`src/rtl/uart_tx_arb.sv`:
```
// Two-requester word arbiter feeding a byte-serial character sink through a DEPTH-entry FIFO.
// Latency: a word accepted in cycle N into an empty queue with the serialiser idle gives its first tx_wen in N+2.
// Backpressure: req_ready drops for both requesters while the FIFO is full; tx_ready low freezes the current byte.
//
// Ports:
//   clk, rst                  rising-edge clock, asynchronous active-low reset
//   req_valid[1:0]            per-requester word write request (bit i = requester i)
//   req_byte_en[7:0]          byte lanes per requester, [4i+3:4i] = requester i
//   req_data[63:0]            write data per requester, [32i+31:32i] = requester i
//   req_ready[1:0]            requester i's word is taken this cycle when valid
//   tx_wen/tx_byte_en/tx_data one byte per cycle towards the sink, byte kept in its own lane
//   tx_ready                  sink takes the presented byte when high
//   busy                      a word is queued or being emitted
module uart_tx_arb #(
    parameter int DEPTH = 4
) (
    input  logic        clk,
    input  logic        rst,
    input  logic [1:0]  req_valid,
    input  logic [7:0]  req_byte_en,
    input  logic [63:0] req_data,
    output logic [1:0]  req_ready,
    output logic        tx_wen,
    output logic [3:0]  tx_byte_en,
    output logic [31:0] tx_data,
    input  logic        tx_ready,
    output logic        busy
);

    localparam int AW = (DEPTH > 1) ? $clog2(DEPTH) : 1;
    localparam int CW = AW + 1;
    localparam logic [CW-1:0] FULL_CNT = CW'(DEPTH);

    typedef enum logic {
        IDLE = 1'b0,
        EMIT = 1'b1
    } state_t;

    // ------------------------------------------------------------------
    // State
    // ------------------------------------------------------------------
    state_t         r_state;
    logic [3:0]     r_mask;        // lanes of the current word still to emit
    logic [31:0]    r_data;
    logic [35:0]    r_mem [DEPTH]; // {byte_en, data}
    logic [AW-1:0]  r_wptr;
    logic [AW-1:0]  r_rptr;
    logic [CW-1:0]  r_count;
    logic           r_last;        // requester accepted most recently

    // ------------------------------------------------------------------
    // Combinational nets
    // ------------------------------------------------------------------
    logic           w_grant;
    logic           w_full;
    logic           w_empty;
    logic           w_accept;
    logic           w_push;
    logic           w_pop;
    logic [3:0]     w_sel_be;
    logic [31:0]    w_sel_data;
    logic [35:0]    w_head;
    logic [3:0]     w_lane;
    logic [3:0]     w_mask_rem;
    logic [31:0]    w_lane_bits;
    state_t         w_state_nxt;
    logic [3:0]     w_mask_nxt;
    logic [31:0]    w_data_nxt;

    assign w_full  = (r_count == FULL_CNT);
    assign w_empty = (r_count == '0);
    assign w_head  = r_mem[r_rptr];

    // ------------------------------------------------------------------
    // Round-robin arbitration. A lone requester always wins; on a tie the
    // requester that was not accepted last wins. With nobody requesting the
    // grant simply points at the tie winner, which is harmless because
    // nothing is accepted.
    // ------------------------------------------------------------------
    always_comb begin
        w_grant = ~r_last;
        if (req_valid == 2'b01) begin
            w_grant = 1'b0;
        end else if (req_valid == 2'b10) begin
            w_grant = 1'b1;
        end
    end

    // Fullness is judged on the registered count only, so a pop in the same
    // cycle never opens the door early. The reset term keeps both ready bits
    // low while rst is held, even though the cleared count reads as empty.
    always_comb begin
        req_ready = 2'b00;
        if (rst && !w_full) begin
            req_ready = w_grant ? 2'b10 : 2'b01;
        end
    end

    assign w_accept   = |(req_valid & req_ready);
    assign w_sel_be   = w_grant ? req_byte_en[7:4] : req_byte_en[3:0];
    assign w_sel_data = w_grant ? req_data[63:32]  : req_data[31:0];

    // A word with no lanes enabled is consumed (and moves the grant pointer)
    // but never occupies a FIFO slot.
    assign w_push = w_accept && (w_sel_be != 4'b0000);

    // ------------------------------------------------------------------
    // Serialiser: lowest remaining lane first.
    // ------------------------------------------------------------------
    assign w_lane      = r_mask & (~r_mask + 4'd1);
    assign w_mask_rem  = r_mask & ~w_lane;
    assign w_lane_bits = {{8{w_lane[3]}}, {8{w_lane[2]}}, {8{w_lane[1]}}, {8{w_lane[0]}}};

    always_comb begin
        w_state_nxt = r_state;
        w_mask_nxt  = r_mask;
        w_data_nxt  = r_data;
        w_pop       = 1'b0;
        unique case (r_state)
            IDLE: begin
                if (!w_empty) begin
                    w_pop       = 1'b1;
                    w_mask_nxt  = w_head[35:32];
                    w_data_nxt  = w_head[31:0];
                    w_state_nxt = EMIT;
                end
            end
            EMIT: begin
                if (tx_ready) begin
                    w_mask_nxt = w_mask_rem;
                    if (w_mask_rem == 4'b0000) begin
                        // Chain straight into the next word so back-to-back
                        // words leave no idle cycle on the sink.
                        if (!w_empty) begin
                            w_pop      = 1'b1;
                            w_mask_nxt = w_head[35:32];
                            w_data_nxt = w_head[31:0];
                        end else begin
                            w_state_nxt = IDLE;
                        end
                    end
                end
            end
            default: begin
                w_state_nxt = IDLE;
            end
        endcase
    end

    always_comb begin
        tx_wen     = 1'b0;
        tx_byte_en = 4'b0000;
        tx_data    = 32'h0;
        if (r_state == EMIT) begin
            tx_wen     = 1'b1;
            tx_byte_en = w_lane;
            tx_data    = r_data & w_lane_bits;
        end
    end

    assign busy = (r_state != IDLE) || !w_empty;

    // ------------------------------------------------------------------
    // Sequential logic
    // ------------------------------------------------------------------
    // Storage needs no reset: the cleared count marks every entry invalid.
    always_ff @(posedge clk) begin
        if (w_push) begin
            r_mem[r_wptr] <= {w_sel_be, w_sel_data};
        end
    end

    always_ff @(posedge clk or negedge rst) begin
        if (!rst) begin
            r_wptr  <= '0;
            r_rptr  <= '0;
            r_count <= '0;
        end else begin
            if (w_push) begin
                r_wptr <= r_wptr + 1'b1;
            end
            if (w_pop) begin
                r_rptr <= r_rptr + 1'b1;
            end
            unique case ({w_push, w_pop})
                2'b10:   r_count <= r_count + 1'b1;
                2'b01:   r_count <= r_count - 1'b1;
                default: r_count <= r_count;
            endcase
        end
    end

    // r_last starts at 1 so that requester 0 takes the first tie.
    always_ff @(posedge clk or negedge rst) begin
        if (!rst) begin
            r_last <= 1'b1;
        end else if (w_accept) begin
            r_last <= w_grant;
        end
    end

    always_ff @(posedge clk or negedge rst) begin
        if (!rst) begin
            r_state <= IDLE;
            r_mask  <= 4'b0000;
            r_data  <= 32'h0;
        end else begin
            r_state <= w_state_nxt;
            r_mask  <= w_mask_nxt;
            r_data  <= w_data_nxt;
        end
    end

endmodule

```
`config.mk`:
```
export PLATFORM = sky130hd
export DESIGN_NAME = uart_tx_arb
export DESIGN_NICKNAME = d
export VERILOG_FILES = /design/src/rtl/uart_tx_arb.sv
export SDC_FILE = /design/constraint.sdc
export NUM_CORES = 1
export LEC_CHECK = 0
export CORE_MARGIN = 3
export CORE_UTILIZATION = 49
export CTS_CLUSTER_DIAMETER = 40
export DETAILED_ROUTE_END_ITERATION = 6
export GPL_TIMING_DRIVEN = 0
export PLACE_DENSITY = 0.83
export SYNTH_ARGS = -nofsm -noshare
export SYNTH_HDL_FRONTEND = slang
export SYNTH_SLANG_ARGS = --single-unit
```
`constraint.sdc`:
```
create_clock -name clk -period 3.4 [get_ports clk]
set_clock_uncertainty 0.15 [all_clocks]
set_input_delay 0.51 -clock clk [delete_from_list [all_inputs] [get_ports clk]]
set_output_delay 0.51 -clock clk [all_outputs]
set_load 0.01 [all_outputs]
```
After elaboration in Yosys (flattened, before gate mapping)
Memory sizes are Yosys's and may differ from the RTL's.
Cells that the tools add are included.
- register bits: 45
- RAM bits: 144
- input port bits: 77
- logic and storage cells: 69
- memories kept: 1
- memories (name ; depth ; width ; rd ports ; clocked after Yosys merged registers in ; wr ports ; line ; source):
    r_mem ; 4 ; 36 ; 1 ; 0 ; 1 ; 45 ; logic [35:0] r_mem [DEPTH];
- $add $sub $neg: 5
- equal/unequal tests: 8
- multiplexer cells: 28
- bitwise gates (word level): 8
- reductions and logical operators: 12
- operator list (cell ; count):
    $mux W32 ; 5
    $pmux W32 S2 ; 1
    $and A32 B32 Y32 ; 1
    $mux W4 ; 6
    $mux W1 ; 10
    $and A4 B4 Y4 ; 2
    $not A4 Y4 ; 2
    $pmux W4 S2 ; 1
    $pmux W3 S2 ; 1
    $add A2 B1 Y2 const B ; 2
    $add A4 B1 Y4 const B ; 1
    $eq A2 B1 Y1 const B ; 2
    $eq A2 B2 Y1 const B ; 2
    $logic_not A4 Y1 ; 1
    $mux W2 ; 2
    $ne A2 B2 Y1 const B ; 2
    $pmux W1 S2 ; 2
    $reduce_and A2 Y1 ; 2
    $reduce_bool A4 Y1 ; 1
    $add A3 B1 Y3 const B ; 1
    $eq A3 B3 Y1 const B ; 1
    $logic_not A3 Y1 ; 1
    $sub A3 B1 Y3 const B ; 1
    $and A2 B2 Y2 ; 1
    other kinds (7) ; 10

Longest topological paths before layout
Gate-level depths: netlist of run 1.
- word-level depth: 11
- depth in mapped cells: 11
- depth with buffers taken out: 10

Worst setup path before layout of run 1
OpenSTA, ideal clock, no wires.
- path type: in2reg
- start point: input req_valid[0]
- end point: memory r_mem[0][0] (enable)
- library setup time: 429 ps
- arrival: 2733 ps
- required time: 2821 ps
- setup slack: 88 ps
- stages on the path: 6
- buffers on the path: 1
- cells stage by stage: nor2_2 -> o21ai_2 -> buf_6 -> mux2_2 -> o41ai_4 -> nor2_1
- elaborated cells on any way between the ends: 13
- those cells by class: eq/ne: 2; mux: 7; bitwise: 1; reduce/logical: 3
- RTL lines (item ; line ; source):
    start, declared ; 19 ; input logic [1:0] req_valid,
    $eq A2 B2 Y1 ; 84 ; end else if (req_valid == 2'b10) begin
    $mux W1 ; 84 ;
    $mux W1 * ; 82 ; if (req_valid == 2'b01) begin
    $mux W4 * ; 100 ; assign w_sel_be = w_grant ? req_byte_en[7:4] : req_byte_en[3:0];
    net w_sel_be[0] ; 60 ; logic [3:0] w_sel_be;
    $reduce_bool A4 Y1 * ; 105 ; assign w_push = w_accept && (w_sel_be != 4'b0000);
    $logic_and A1 B1 Y1 * ; 105 ;
    $mux W1 * ; 168 ; if (w_push) begin
    $mux W1 (not written as such) * ; 169 ; r_mem[r_wptr] <= {w_sel_be, w_sel_data};
    end, declared ; 45 ;
The timed path passes the listed nets; every way through them passes the cells marked *.

Final worst setup path of run 1
- start point: input req_valid[0]
- end point: register r_count[2]
- elaborated cells on any way between the ends: 15
- those cells by class: eq/ne: 4; mux: 6; bitwise: 1; reduce/logical: 4
- RTL lines (item ; line ; source):
    $eq A2 B2 Y1 ; 84 ;
    $mux W1 ; 84 ;
    $mux W1 * ; 82 ;
    $mux W4 * ; 100 ;
    net w_sel_be[0] ; 60 ;
    $reduce_bool A4 Y1 * ; 105 ;
    $logic_and A1 B1 Y1 * ; 105 ;
    $eq A2 B1 Y1 / $eq A2 B2 Y1 (equally long branches) ; 185 ; unique case ({w_push, w_pop})
    $pmux W3 S2 / $reduce_bool A2 Y1 (equally long branches) ; -- ;
    end signal, assigned ; 186 ; 2'b10: r_count <= r_count + 1'b1;
    end signal, assigned ; 187 ; 2'b01: r_count <= r_count - 1'b1;
    end signal, assigned ; 188 ; default: r_count <= r_count;
    end, declared ; 48 ; logic [CW-1:0] r_count;
Marked as above.
A chain may end at the register's enable or synchronous reset.

==> results of run 1 <==
registers in the layout, indices dropped and copies added (netlist names):
signal / flops
r_state: 1
r_wptr: 2
r_count: 3
r_last: 1
r_data: 32
r_rptr: 2
r_mask: 4
r_mem: 144
layout make-up:
class	instances	area, um^2
plain buffers	19	113.9
clock buffers	19	452.9
clock inverters	13	93.84
fillers	1074	5468
inverters	11	41.29
multi-input cells	194	2258
flip-flops and latches	189	5451
well taps	211	264.0
repair buffers	124	1284
metal layers:
metal	vias to the layer above	global-route usage
li1	1888	-
met3	13	0.04335
met5	-	0
met2	130	0.3131
met4	0	0.06062
met1	2091	0.2315
repair_timing:
action                                  4_1_cts  5_1_grt
endpoints found under the setup margin        3        1
cloned                                        0        0
hold buffers                                  2        0
pin swaps                                     1        0
resized for setup                             0        2
hold endpoints to repair                     16        0
buffers inserted                              1        0
power by group through the flow:
| stage | Combinational [uW] | Clock [uW] | Sequential (uW) |
|---|---|---|---|
| finish | 2890 | 1810 | 3400 |
| global route | 3140 | 1930 | 3460 |
| CTS | 2950 | 1840 | 3400 |
| detailed placement | 2930 | 0 | 3440 |
| global placement | 2740 | 0 | 3430 |
| floorplan | 1960 | 0 | 3370 |
metrics by stage:
step / setup slack [ns] / hold WS, ns / cells / utilization
6_report: 0.1290 / 0.3498 / 780 / 0.6456
5_1_grt: -0.02288 / 0.3622 / 780 / 0.6456
4_1_cts: 0.1155 / 0.3507 / 780 / 0.6450
3_5_place_dp: -0.6883 / 0.3273 / 746 / 0.6080
3_3_place_gp: -3.304 / 0.3293 / 741 / 0.5999
2_1_floorplan: 0.08810 / 0.06441 / 414 / -
cell families after synthesis:
group,after synthesis
xor gates and xnor gates,6
adders and majority gates,7
and+or+nand+nor,60
DFF,189
buffers and inverters,31
AOI/OAI and AO/OA,15
muxes,106
worst max path at each step:
stage | depth (start not counted) | end | startpoint
5_1_grt | 12 | r_count[2]$_DFFE_PN0P_ | req_valid[0]
3_3_place_gp | 6 | r_mem[2][16]$_DFFE_PP_ | rst
4_1_cts | 12 | r_count[2]$_DFFE_PN0P_ | req_valid[0]
6_report | 12 | r_count[2]$_DFFE_PN0P_ | req_valid[0]
2_1_floorplan | 6 | r_mem[0][0]$_DFFE_PP_ | req_valid[0]
3_5_place_dp | 12 | r_count[2]$_DFFE_PN0P_ | req_valid[0]
worst max-delay path, cell delays in order:
cell	delay, ns
clkdlybuf4s50_1	0.55
nor2_2	0.07
o21ai_2	0.20
buf_12	0.21
mux2_2	0.41
o41ai_4	0.39
ha_1	0.26
inv_1	0.07
fa_1	0.37
xor2_1	0.15
nor2_1	0.11
xor2_1	0.16
cells in the final DEF (no fill, tap or decap), types with 3 or more instances in the layout:
master / netlist / final
edfxtp_1: 144 / 144
clkdlybuf4s50_1: 0 / 115
mux2_2: 66 / 66
dfrtp_1: 44 / 44
mux4_2: 36 / 36
and2_1: 26 / 26
clkbuf_16: 0 / 17
inv_1: 11 / 11
clkbuf_1: 11 / 10
and3_1: 8 / 8
clkinvlp_4: 0 / 7
buf_12: 0 / 6
o21ai_0: 5 / 5
nand2_1: 5 / 5
ha_1: 5 / 5
nor2_4: 0 / 4
xnor2_1: 4 / 4
buf_2: 3 / 4
nand3_1: 4 / 4
buf_6: 4 / 3
mux2_4: 3 / 3
clkinv_2: 0 / 3
==> results.sh, run 1 <==
export IMPL_reg2reg_depth=11
export IMPL_p_total_uw=8105
export IMPL_drtIter0Drc=411
export IMPL_yosysMostFrequentCell="edfxtp_1"
export IMPL_dpl_cell_area_um2=9380
export IMPL_fp_row_count=45
export IMPL_hold_path_endpoint="r_data[28]$_DFFE_PN0P_"
export IMPL_design_area_um2=9960
export IMPL_drive_gt1_frac=0.2830
export IMPL_clock_latency_ns=0.43
export IMPL_ir_drop_mv=0.4662
export IMPL_root_buffer="clkbuf_16"
export IMPL_hold_violations=0
export IMPL_p_comb_frac=0.357
export IMPL_cts_buffers_inserted=17
export IMPL_grt_util_all_layers=0.1827
export IMPL_grt_pass1_vias=4541
export IMPL_numClockSinks=189
export IMPL_place_congestion=0.7770
export IMPL_reg2reg_setup_slack_ns=0.22
export IMPL_leakage_uw=0.003504
export IMPL_core_region_area_um2=15430
export IMPL_synth_cell_type_count=40
export IMPL_synthToLayoutAreaGrowth_pct=27.20
export IMPL_hold_path_class="register to register"
export IMPL_first_pass_iters=4
export IMPL_yosysWarnings=0
export IMPL_yosys_area_top_type="edfxtp_1"
export IMPL_power_density_nw_per_um2=813.8
export IMPL_grt_pass1_wl_um=24340
export IMPL_drt_wl_total_um=15330
export IMPL_synthSimpleGateAreaFrac=0.04490
export IMPL_vias=4122
export IMPL_yosysSeqAreaShare=0.6962
export IMPL_worstReg2RegEnd="r_count[2]$_DFFE_PN0P_"
export IMPL_max_freq_mhz=305.7
export IMPL_synth_top_family_by_area="multiplexers"
export IMPL_synth_ff_latch_count=189
export IMPL_cts_tree="yes"
export IMPL_run_status="finished clean"
export IMPL_power_share_sequential=0.420
export IMPL_critPathMaxFanout=19
export IMPL_wl_met2_um=8195
export IMPL_synth_area_per_cell_um2=18.91
export IMPL_clk_pin_slew_ns=0.07
export IMPL_vias_per_cell=5.285
export IMPL_met1_length_um=6143
export IMPL_yosys_top_cells_area="edfxtp_1 55%, dfrtp_1 14%, mux4_2 10%"
export IMPL_routed_top_layer="met4"
export IMPL_cp_end_kind="register"
export IMPL_clock_power_share=0.223
export IMPL_drc_errors=0
export IMPL_synth_compound_area_frac=0.01566
export IMPL_die_area_um2=17530
export IMPL_maxCapViolCount=0
export IMPL_synth_ff_type="edfxtp_1"
export IMPL_cp_required_ns=3.60
export IMPL_grt_max_degree=31
export IMPL_drtAntennaViolNets=0
export IMPL_antenna_found_initial=0
export IMPL_startpoint_type="primary input"
export IMPL_synth_xor_area_frac=0.006711
export IMPL_synth_edff_count=144
export IMPL_switchingPower_uw=2403
export IMPL_fp_dieH_um=132.4
export IMPL_ys_async_sr_fraction=0.2381
export IMPL_worstHoldStart="r_data[28]$_DFFE_PN0P_"
export IMPL_h_tree_depth=4
export IMPL_power_internal_uw=5702
export IMPL_whs_path_depth=1
export IMPL_synth_mux_area_frac=0.2055
export IMPL_slew_viol_final=0
export IMPL_ios=117
export IMPL_nets=639
export IMPL_port_buffers=116
export IMPL_r2r_start="r_last$_DFFE_PN1P_"
export IMPL_fin_crit_ns=3.271
export IMPL_setup_viol=0
export IMPL_worstPathArrival_ns=3.47
export IMPL_fin_crit_sh=0.9620
export IMPL_cts_buffer_depth=2
export IMPL_post_drt_wl_per_cell_um=19.66
export IMPL_dp_hpwl_um=10180
export IMPL_syn_area_um2=7830
export IMPL_setup_tns_ns=0
export IMPL_grt_overflow_total=0
export IMPL_synthCells=414
export IMPL_worst_pin_slew_ns=0.9152
export IMPL_die_x_um=132.4
export IMPL_synth_nets=497
export IMPL_start_util=0.5075
export IMPL_critPathKind="primary input to register"
export IMPL_synth_fa_ha_area_frac=0.01182
export IMPL_synth_top_cell_area_share=0.5523
export IMPL_slew_limit_headroom=0.3899
export IMPL_netlist_top_cells_count="144 x edfxtp_1, 66 x mux2_2, 44 x dfrtp_1, 36 x mux4_2, 26 x and2_1"
export IMPL_wl_met3_um=833
export IMPL_switching_share=0.2964
export IMPL_antennaDiodeCount=0
No activity file was read; power rests on OpenSTA's default activity.
==> run 2, diff against run 1 <==
Settings changed: MAX_ROUTING_LAYER set to met4.
==> run 2 against run 1 <==
Compared with the run above:
- die area unchanged
- power about the same
- sequential power about the same
- largest power group unchanged
==> results.sh, run 2 (synthesized netlist as in run 1, its figures left out) <==
export IMPL_cp_endpoint="r_count[2]$_DFFE_PN0P_"
export IMPL_first_pass_iters=4
export IMPL_cp_end_kind="register"
export IMPL_die_area_um2=17530
export IMPL_slew_limit_headroom=0.3943
export IMPL_fin_ws_ns=0.1267
export IMPL_numClockSinks=189
export IMPL_hold_path_class="register to register"
export IMPL_run_status="finished clean"
export IMPL_power_density_nw_per_um2=814.2
export IMPL_maxCapViolCount=0
export IMPL_ios=117
export IMPL_slew_viol_final=0
export IMPL_vias_per_cell=5.304
export IMPL_worstHoldStart="r_data[28]$_DFFE_PN0P_"
export IMPL_reg2reg_setup_slack_ns=0.21
export IMPL_grt_max_degree=31
export IMPL_drc_errors=0
export IMPL_worstSetupStartpoint="req_valid[0]"
export IMPL_max_freq_mhz=305.5
export IMPL_largest_reg_flops=144
export IMPL_worst_pin_slew_ns=0.9085
export IMPL_grt_util_all_layers=0.1884
export IMPL_regMostFlops="r_mem"
export IMPL_die_x_um=132.4
export IMPL_drt_wl_total_um=15350
export IMPL_vias=4137
export IMPL_place_congestion=0.7877
export IMPL_dpl_cell_area_um2=9380
export IMPL_startpoint_type="primary input"
export IMPL_cts_buffer_depth=2
export IMPL_critPathKind="primary input to register"
export IMPL_worstPathArrival_ns=3.47
export IMPL_worstReg2RegEnd="r_count[2]$_DFFE_PN0P_"
export IMPL_cp_required_ns=3.60
export IMPL_fp_row_count=45
export IMPL_final_core_util=0.6456
export IMPL_synthToLayoutAreaGrowth_pct=27.20
export IMPL_port_buffers=116
export IMPL_setup_viol=0
export IMPL_drive_gt1_frac=0.2830
export IMPL_dp_slack_ns=-0.6883
export IMPL_design_area_um2=9960
export IMPL_dp_hpwl_um=10180
export IMPL_grt_pass1_vias=4536
export IMPL_clock_latency_ns=0.43
export IMPL_grt_overflow_total=0
export IMPL_p_total_uw=8109
export IMPL_final_common_cell="edfxtp_1"
export IMPL_h_tree_depth=4
export IMPL_ir_drop_mv=0.4677
export IMPL_cts_tree="yes"
export IMPL_hold_violations=0
export IMPL_post_drt_wl_per_cell_um=19.68
export IMPL_fin_crit_ns=3.273
export IMPL_fin_crit_sh=0.9627
export IMPL_nets=639
export IMPL_core_region_area_um2=15430
export IMPL_root_buffer="clkbuf_16"
export IMPL_drtAntennaViolNets=0
export IMPL_grt_pass1_wl_um=24340
export IMPL_critPathMaxFanout=19
export IMPL_reg2reg_depth=11
export IMPL_r2r_start="r_last$_DFFE_PN1P_"
export IMPL_antenna_found_initial=0
export IMPL_final_cell_mix="144 x edfxtp_1, 115 x clkdlybuf4s50_1, 66 x mux2_2"
export IMPL_start_util=0.5075
export IMPL_reg_top3="r_mem (144), r_data (32), r_mask (4)"
export IMPL_antennaDiodeCount=0
export IMPL_leakage_uw=0.003504
export IMPL_fp_dieH_um=132.4
export IMPL_cts_buffers_inserted=17
export IMPL_drtIter0Drc=357
export IMPL_clk_pin_slew_ns=0.06
==> run 2: cell counts in the layout (fill, tap and decap cells not counted) <==
Identical to the previous run, type by type.
==> run 2: power by group <==
| part | switching (uW) | internal (uW) |
|---|---|---|
| Combinational | 1340 | 1560 |
| Clock | 840 | 972 |
| Sequential | 231 | 3170 |
==> run 2: critical path, cell delays in order <==
cell	delay [ns]
clkdlybuf4s50_1	0.55
nor2_2	0.07
o21ai_2	0.20
buf_12	0.21
mux2_2	0.41
o41ai_4	0.39
ha_1	0.26
inv_1	0.07
fa_1	0.37
xor2_1	0.15
nor2_1	0.11
xor2_1	0.16
==> run 2: worst min path at each step <==
stage / endpoint / slack, ns / cells after the start
6_report: r_data[28]$_DFFE_PN0P_ / 0.35 / 1
2_1_floorplan: r_count[0]$_DFFE_PN0P_ / 0.06 / 0
4_1_cts: r_data[22]$_DFFE_PN0P_ / 0.35 / 1
3_3_place_gp: r_data[24]$_DFFE_PN0P_ / 0.33 / 1
5_1_grt: r_count[0]$_DFFE_PN0P_ / 0.36 / 1
3_5_place_dp: r_data[26]$_DFFE_PN0P_ / 0.33 / 1
==> run 2: metrics by stage <==
stage | instances | setup TNS (ns) | hold WS (ns)
4_1_cts | 780 | 0 | 0.3507
2_1_floorplan | 414 | 0 | 0.06441
5_1_grt | 780 | -0.02286 | 0.3622
3_3_place_gp | 741 | -480.13 | 0.3293
6_report | 780 | 0 | 0.3499
3_5_place_dp | 746 | -18.47 | 0.3273
==> run 2: final cells by class <==
class | count | area [um^2]
fill | 1074 | 5468
sequential | 189 | 5451
multi-input combinational | 194 | 2258
timing repair buffer | 124 | 1284
clock buffer | 19 | 452.9
tap | 211 | 264.0
buffer | 19 | 113.9
clock inverter | 13 | 93.84
inverter | 11 | 41.29
==> run 2: per-layer routing <==
metal,routed length (um),global-route usage
met1,6354,0.2333
met5,0,-
met4,225,0.06062
met3,615,0.03992
met2,8154,0.3137
==> run 2: timing repair <==
| item | CTS | global route |
|---|---|---|
| gates resized for setup | 0 | 2 |
| hold buffers | 2 | 0 |
| cloned | 0 | 0 |
| setup buffers | 1 | 0 |
| setup endpoints to repair | 3 | 1 |
| pin swaps | 1 | 0 |
| hold endpoints to repair | 16 | 0 |
